`src/rtl/rpn_stack_calc.sv`:
```
// RPN stack calculator: register-array operand stack with single-cycle ALU ops and a W-cycle restoring divider.
// Define RPN_STACK_CALC_SAT_EN to make ADD/SUB/MUL saturate instead of wrapping.
module rpn_stack_calc #(
  parameter int W     = 8,
  parameter int DEPTH = 8
) (
  input  logic                       clk,
  input  logic                       rst,
  input  logic                       apply,
  input  logic [2:0]                 op,
  input  logic [W-1:0]               in,
  output logic                       ready,
  output logic [W-1:0]               top,
  output logic [$clog2(DEPTH+1)-1:0] count,
  output logic                       empty,
  output logic                       full,
  output logic [2:0]                 err,
  output logic                       valid
);

  localparam int CW  = $clog2(DEPTH + 1);
  localparam int AW  = (DEPTH > 1) ? $clog2(DEPTH) : 1;
  localparam int ITW = $clog2(W);

  localparam logic [CW-1:0]  FULL_CNT = CW'(DEPTH);
  localparam logic [ITW-1:0] IT_LAST  = ITW'(W - 1);

  localparam logic [2:0] OP_ADD  = 3'd0;
  localparam logic [2:0] OP_SUB  = 3'd1;
  localparam logic [2:0] OP_MUL  = 3'd2;
  localparam logic [2:0] OP_DIV  = 3'd3;
  localparam logic [2:0] OP_MOD  = 3'd4;
  localparam logic [2:0] OP_PUSH = 3'd5;
  localparam logic [2:0] OP_POP  = 3'd6;
  localparam logic [2:0] OP_DUP  = 3'd7;

  typedef enum logic {S_IDLE, S_DIV} state_t;

  function automatic logic [W-1:0] f_add(input logic [W-1:0] a, input logic [W-1:0] b);
`ifdef RPN_STACK_CALC_SAT_EN
    return (b > ~a) ? '1 : a + b;
`else
    return a + b;
`endif
  endfunction

  function automatic logic [W-1:0] f_sub(input logic [W-1:0] a, input logic [W-1:0] b);
`ifdef RPN_STACK_CALC_SAT_EN
    return (a < b) ? '0 : a - b;
`else
    return a - b;
`endif
  endfunction

  function automatic logic [W-1:0] f_mul(input logic [W-1:0] a, input logic [W-1:0] b);
`ifdef RPN_STACK_CALC_SAT_EN
    logic [2*W-1:0] p;
    p = {{W{1'b0}}, a} * {{W{1'b0}}, b};
    return (|p[2*W-1:W]) ? '1 : p[W-1:0];
`else
    return a * b;
`endif
  endfunction

  state_t         r_state;
  logic           r_ready;
  logic [CW-1:0]  r_cnt;
  logic [2:0]     r_err;
  logic [ITW-1:0] r_it;

  logic [W-1:0]   r_stack [0:DEPTH-1];
  logic [W-1:0]   r_quo;
  logic [W-1:0]   r_rem;
  logic [W-1:0]   r_div;
  logic           r_mod;

  logic [CW-1:0]  w_cm1;
  logic [CW-1:0]  w_cm2;
  logic [AW-1:0]  w_idx_push;
  logic [AW-1:0]  w_idx_top;
  logic [AW-1:0]  w_idx_nos;
  logic [W-1:0]   w_tos;
  logic [W-1:0]   w_nos;
  logic [W-1:0]   w_alu;
  logic           w_full;
  logic           w_acc;
  logic           w_is_bin;
  logic           w_is_div;
  logic           w_uf;
  logic           w_of;
  logic           w_dz;
  logic           w_ok;
  logic           w_push;
  logic           w_dup;
  logic           w_pop;
  logic           w_alu_wr;
  logic           w_div_go;
  logic           w_div_done;
  logic [W:0]     w_shift;
  logic           w_ge;
  logic [W-1:0]   w_rem_nx;
  logic [W-1:0]   w_quo_nx;

  always_comb begin
    w_cm1      = r_cnt - CW'(1);
    w_cm2      = r_cnt - CW'(2);
    w_idx_push = r_cnt[AW-1:0];
    w_idx_top  = w_cm1[AW-1:0];
    w_idx_nos  = w_cm2[AW-1:0];
    w_tos      = r_stack[w_idx_top];
    w_nos      = r_stack[w_idx_nos];
    w_full     = (r_cnt == FULL_CNT);

    w_alu = '0;
    case (op)
      OP_ADD:  w_alu = f_add(w_nos, w_tos);
      OP_SUB:  w_alu = f_sub(w_nos, w_tos);
      OP_MUL:  w_alu = f_mul(w_nos, w_tos);
      default: w_alu = '0;
    endcase

    // Error classification is exclusive: underflow first, then overflow / divide-by-zero.
    w_acc    = apply && r_ready && !rst;
    w_is_bin = (op <= OP_MOD);
    w_is_div = (op == OP_DIV) || (op == OP_MOD);
    w_uf     = w_acc && ((w_is_bin && (r_cnt < CW'(2))) ||
                         (((op == OP_POP) || (op == OP_DUP)) && (r_cnt == '0)));
    w_of     = w_acc && !w_uf && ((op == OP_PUSH) || (op == OP_DUP)) && w_full;
    w_dz     = w_acc && !w_uf && w_is_div && (w_tos == '0);
    w_ok     = w_acc && !w_uf && !w_of && !w_dz;
    w_push   = w_ok && (op == OP_PUSH);
    w_dup    = w_ok && (op == OP_DUP);
    w_pop    = w_ok && (op == OP_POP);
    w_alu_wr = w_ok && w_is_bin && !w_is_div;
    w_div_go = w_ok && w_is_div;

    w_div_done = (r_state == S_DIV) && (r_it == IT_LAST) && !rst;

    // One restoring step: shift in the next dividend bit, subtract if it fits.
    w_shift  = {r_rem, r_quo[W-1]};
    w_ge     = (w_shift >= {1'b0, r_div});
    w_rem_nx = w_ge ? W'(w_shift - {1'b0, r_div}) : w_shift[W-1:0];
    w_quo_nx = {r_quo[W-2:0], w_ge};
  end

  always_ff @(posedge clk) begin
    if (rst) begin
      r_state <= S_IDLE;
      r_ready <= 1'b1;
      r_cnt   <= '0;
      r_err   <= '0;
      r_it    <= '0;
    end else begin
      if (w_dz) r_err[0] <= 1'b1;
      if (w_uf) r_err[1] <= 1'b1;
      if (w_of) r_err[2] <= 1'b1;

      if (w_push || w_dup)
        r_cnt <= r_cnt + CW'(1);
      else if (w_pop || w_alu_wr || w_div_done)
        r_cnt <= w_cm1;

      case (r_state)
        S_IDLE: begin
          if (w_div_go) begin
            r_state <= S_DIV;
            r_ready <= 1'b0;
            r_it    <= '0;
          end
        end
        S_DIV: begin
          r_it <= r_it + ITW'(1);
          if (w_div_done) begin
            r_state <= S_IDLE;
            r_ready <= 1'b1;
          end
        end
        default: begin
          r_state <= S_IDLE;
          r_ready <= 1'b1;
        end
      endcase
    end
  end

  always_ff @(posedge clk) begin
    if (w_push)     r_stack[w_idx_push] <= in;
    if (w_dup)      r_stack[w_idx_push] <= w_tos;
    if (w_alu_wr)   r_stack[w_idx_nos]  <= w_alu;
    if (w_div_done) r_stack[w_idx_nos]  <= r_mod ? w_rem_nx : w_quo_nx;

    if (w_div_go) begin
      r_quo <= w_nos;
      r_div <= w_tos;
      r_rem <= '0;
      r_mod <= (op == OP_MOD);
    end else if (r_state == S_DIV) begin
      r_quo <= w_quo_nx;
      r_rem <= w_rem_nx;
    end
  end

  assign ready = r_ready;
  assign top   = (r_cnt == '0) ? '0 : w_tos;
  assign count = r_cnt;
  assign empty = (r_cnt == '0);
  assign full  = w_full;
  assign err   = r_err;
  assign valid = ~|r_err;

endmodule

```
`config.mk`:
```
export PLATFORM = sky130hd
export DESIGN_NAME = rpn_stack_calc
export DESIGN_NICKNAME = d
export VERILOG_FILES = /design/src/rtl/rpn_stack_calc.sv
export SDC_FILE = /design/constraint.sdc
export NUM_CORES = 1
export LEC_CHECK = 0
export CORE_MARGIN = 2
export CORE_UTILIZATION = 45
export CTS_CLUSTER_SIZE = 40
export DETAILED_ROUTE_END_ITERATION = 7
export DONT_BUFFER_PORTS = 1
export SLEW_MARGIN = 10
export SYNTH_ARGS = -nofsm -noshare
export SYNTH_HDL_FRONTEND = slang
export SYNTH_SLANG_ARGS = --single-unit
```
`constraint.sdc`:
```
create_clock -name clk -period 6.1 [get_ports clk]
set_input_delay 0.305 -clock clk [delete_from_list [all_inputs] [get_ports clk]]
set_output_delay 0.305 -clock clk [all_outputs]
set_load 0.01 [all_outputs]
```
Word level (Yosys, flattened, before mapping)
Memories as Yosys holds them, arrays and structs flattened. Cells that the tools add are included.

Register bits after elaboration: 37. Memory bits (writable): 64. Input bits: 14. Output and inout bits: 19. Word-level logic and storage cells: 103. Memories: 1.

$add $sub $neg: 7. Multipliers: 1. Order comparisons: 3. Eq/ne operators: 11. Multiplexer cells: 26. Bitwise gates (word level): 3. Reduce and logical (&&, ||, !) cells: 40.

Memory list: r_stack (depth 8, width 8, rd ports 2, clocked after Yosys merged registers in 0, write ports 2, RTL line 71) `logic [W-1:0] r_stack [0:DEPTH-1];`.

Operator list (number): $mux W8 (7); $pmux W8 S3 (1); $logic_and A1 B1 Y1 (20); $sub A8 B8 Y8 (2); $eq A3 B3 Y1 const B (5); $mux W1 (12); $ge A9 B8 Y1 (1); $add A8 B8 Y8 (1); $logic_not A8 Y1 (1); $mul A8 B8 Y8 (1); $mux W4 (2); $logic_or A1 B1 Y1 (7); $eq A3 B2 Y1 const B (2); $logic_not A1 Y1 (6); $pmux W3 S2 (1); $add A4 B1 Y4 const B (1); $eq A4 B4 Y1 const B (1); $logic_not A4 Y1 (1); $lt A4 B2 Y1 const B (1); $pmux W1 S2 (2); $reduce_bool A2 Y1 (2); $sub A4 B1 Y4 const B (1); $add A3 B1 Y3 const B (1); $eq A3 B1 Y1 const B (1); 10 further kinds (11).

Depth between registers and ports, before layout
Depth in word-level cells: 18. Depth in mapped cells: 27. Depth with buffers taken out: 22.

Least setup slack after synthesis
No wires, ideal clock.

Path type: register to register. From: register r_cnt[0], in the netlist count[0]. To: memory r_stack[0][7] (data pin). Library setup time: 0.267 ns. Arrival: 5.905 ns. Data required time: 5.833 ns. Slack: -0.072 ns. Cell stages (with the launch flop): 26. Buffers on the path: 5. Period minus slack after synthesis: 6.172 ns. Cells stage by stage: dfxtp_1 buf_6 buf_4 buf_4 inv_1 ha_1 buf_2 buf_2 mux4_2 mux2_2 inv_1 nor2_1 ha_1 fa_1 ha_1 inv_1 fa_1 inv_1 fa_1 a21o_1 a21oi_1 xnor2_1 xnor2_1 xnor2_1 a311oi_4 o21ai_1.

RTL lines: start: declaration (RTL line 67) `logic [CW-1:0] r_cnt;`; start signal: assignment (RTL line 159) `r_cnt <= r_cnt + CW'(1);`; start signal: assignment (RTL line 161) `r_cnt <= w_cm1;`; end: declaration (RTL line 71).

==> results.cfg <==
[finish]
finalNonFillerCells = 955
antenna_cells = 0
final_core_util_pct = 49.9
syn_to_final_growth_pct = 8.02
layout-drive-gt1-share_pct = 10.8
nets = 803

[global_route]
antenna_found_initial = 0
grt_pass1_vias = 5747
grt_pass1_wl_mm = 32.1
grt_use_total_pct = 24.0
grt_max_degree = 40
grt.overflow.total = 0

[logic_synthesis]
async_reset_ff_share_pct = 0
yosysTopAreaCellShare_pct = 32.9
ys.flop_type = edfxtp_1
postSynthCellCount = 739
ys_ff_latch = 101
syn_area_per_cell_um2 = 10.0
synth.distinct_cells = 50
ys_seq_area_share_pct = 38.3
synth_edf_count = 81
yosys_warnings = 0
synthesis.area_um2 = 7400
synth.most_common_cell = nand2_1
yosys.area.top_type = edfxtp_1
synth_area_leaders = edfxtp_1, mux4_2, ha_1, mux2i_1, dfxtp_1
yosys-top-cells-count = nand2_1, edfxtp_1, nor2_1
synth_fp_nets = 808

[clock_network]
numCtsBuffers = 9
cts-root-buf = clkbuf_16
clock_latency_ns = 0.36
clkTransAtPathRegs_ns = 0.07
cts_buffer_depth = 2
cts_max_level = 3
cts_num_sinks = 101
tritoncts = yes

[timing]
setup_slack_ns = 0.335
fin_skew_ns = 0.00856
finalMaxSlewViolations = 0
relSlewSlack_pct = 32.2
setup-violations-final = 0
finalSetupTns_ns = 0
period_share_pct = 94.5
hold_violations = 0
tightest_slew_ns = 1.01
max_freq_mhz = 173
period_needed_ns = 5.76

[route]
num_vias = 5728
route.detailed.drc = 0
wl_per_cell_um = 21.5
drt-initial-drc-count = 483
avgViaCountPerCell = 6.00
dr.pass1.iters = 5
drt_wl_total_mm = 20.6
antenna_left = 0

[die]
chipWidth_um = 132
fp.coreArea_um2 = 16000
start_util_pct = 46.2
dieArea_um2 = 17500
die_h_um = 132
num_rows = 46
io_pins = 33

[place]
place_hpwl_mm = 15.3
dp.cells = 937
gp_congestion = 0.910
dpl_worst_slack_ns = 0.275
io_buffers = 0

[status]
run_status = completed

[pwr]
power.leakage_nw = 3.30
p_per_area_nw_per_um2 = 346
vdd_drop_max_v = 0.000167

[setup_path]
critical_path_class = flop to flop
critPathMaxFanout = 11
cp.arrival_ns = 5.85
critPathLaunchType = flop
required_ns = 6.18
worst_setup_path_end_kind = flop

[job]
cap_violations = 0

[hold_path]
worstHoldPathType = input pin to flop
## path summary, 6_finish.rpt
kind                            depth (start not counted)  slack, ns             to  startpoint
worst max-delay path                                   23       0.34  r_stack[7][7]    count[0]
worst min-delay path                                    1       0.01        r_it[1]         rst
worst max register to register                         23       0.34  r_stack[7][7]    count[0]
worst min register to register                          2       0.48       r_rem[7]    r_rem[7]
## critical path, cell delays in order (launching register included)
cell,delay [ns]
dfxtp_2,0.36
inv_1,0.09
ha_2,0.46
buf_4,0.28
mux4_2,0.55
mux2i_1,0.15
buf_4,0.20
inv_1,0.12
and2_1,0.17
ha_1,0.27
ha_1,0.13
inv_1,0.05
fa_1,0.50
inv_1,0.04
ha_1,0.22
fa_1,0.41
a21o_1,0.19
a21oi_1,0.18
xnor2_1,0.16
xnor2_1,0.16
xnor2_1,0.18
a311oi_4,0.32
buf_4,0.21
o21ai_1,0.08
## per-stage QoR
step           hold slack, ns  power, mW  instance area, um2
3_5_place_dp            0.377       2.14                7650
4_1_cts              0.000645       2.77                7980
2_1_floorplan           0.374       1.78                7400
6_report               0.0102       2.76                7990
5_1_grt               0.00488       2.95                7990
3_3_place_gp            0.374       2.10                7650
## layout by cell type (no fill, tap or decap), types with 7 or more instances in the layout
| master | n |
|---|---|
| nor3_1 | 17 |
| xnor2_1 | 27 |
| or3_1 | 7 |
| mux4_2 | 32 |
| fa_1 | 14 |
| dfxtp_1 | 19 |
| inv_1 | 54 |
| a31oi_1 | 8 |
| nand2_1 | 99 |
| o21ai_0 | 46 |
| mux2i_1 | 41 |
| nand3_1 | 13 |
| mux2_2 | 9 |
| buf_4 | 17 |
| clkbuf_16 | 9 |
| nor2b_1 | 11 |
| o21ai_1 | 13 |
| nor2_1 | 76 |
| a21oi_1 | 27 |
| ha_1 | 40 |
| edfxtp_1 | 81 |
## cell families after synthesis
logic type               Yosys count  synth area share (%)
AND/OR/NAND/NOR                  245                  14.4
flip-flops                       101                  38.3
multiplexers                      83                  16.8
adder cells (fa/ha/maj)           55                  10.7
AO/OA/AOI/OAI                    133                  10.9
XOR/XNOR                          33                  3.91
buffers and inverters             89                  4.91
## registers in the layout, indices dropped and copies added (netlist names)
| name | cells |
|---|---|
| r_stack | 64 |
| r_mod | 1 |
| r_quo | 8 |
| count | 4 |
| r_rem | 8 |
| r_it | 3 |
| err | 3 |
| ready | 1 |
| r_state | 1 |
| r_div | 8 |
## per-layer routing
layer / vias to the layer above / routed length, um / GRT usage [%]
met4: 0 / 779 / 11.8
li1: 2634 / - / -
met5: - / 0 / 0
met2: 207 / 10400 / 41.8
met1: 2840 / 8230 / 29.2
met3: 47 / 1140 / 3.50
## power breakdown
group / internal [mW] / switching, mW
Clock: 0.362 / 0.268
Sequential: 0.785 / 0.0311
Combinational: 0.534 / 0.785
## final cells by class
type / count / area, um2
Clock buffer: 11 / 233
Clock inverter: 5 / 83.8
Fill cell: 1507 / 8010
Inverter: 54 / 203
Multi-Input combinational cell: 549 / 4210
Sequential cell: 101 / 2830
Tap cell: 216 / 270
Timing Repair Buffer: 19 / 158
## what timing repair did
action	in CTS	in global routing
endpoints found under the hold margin	6	0
gates resized for setup	0	1
hold buffers	1	0
endpoints found under the setup margin	0	8
setup buffers	0	1
Note: power is estimated with default switching activity, not from simulation.
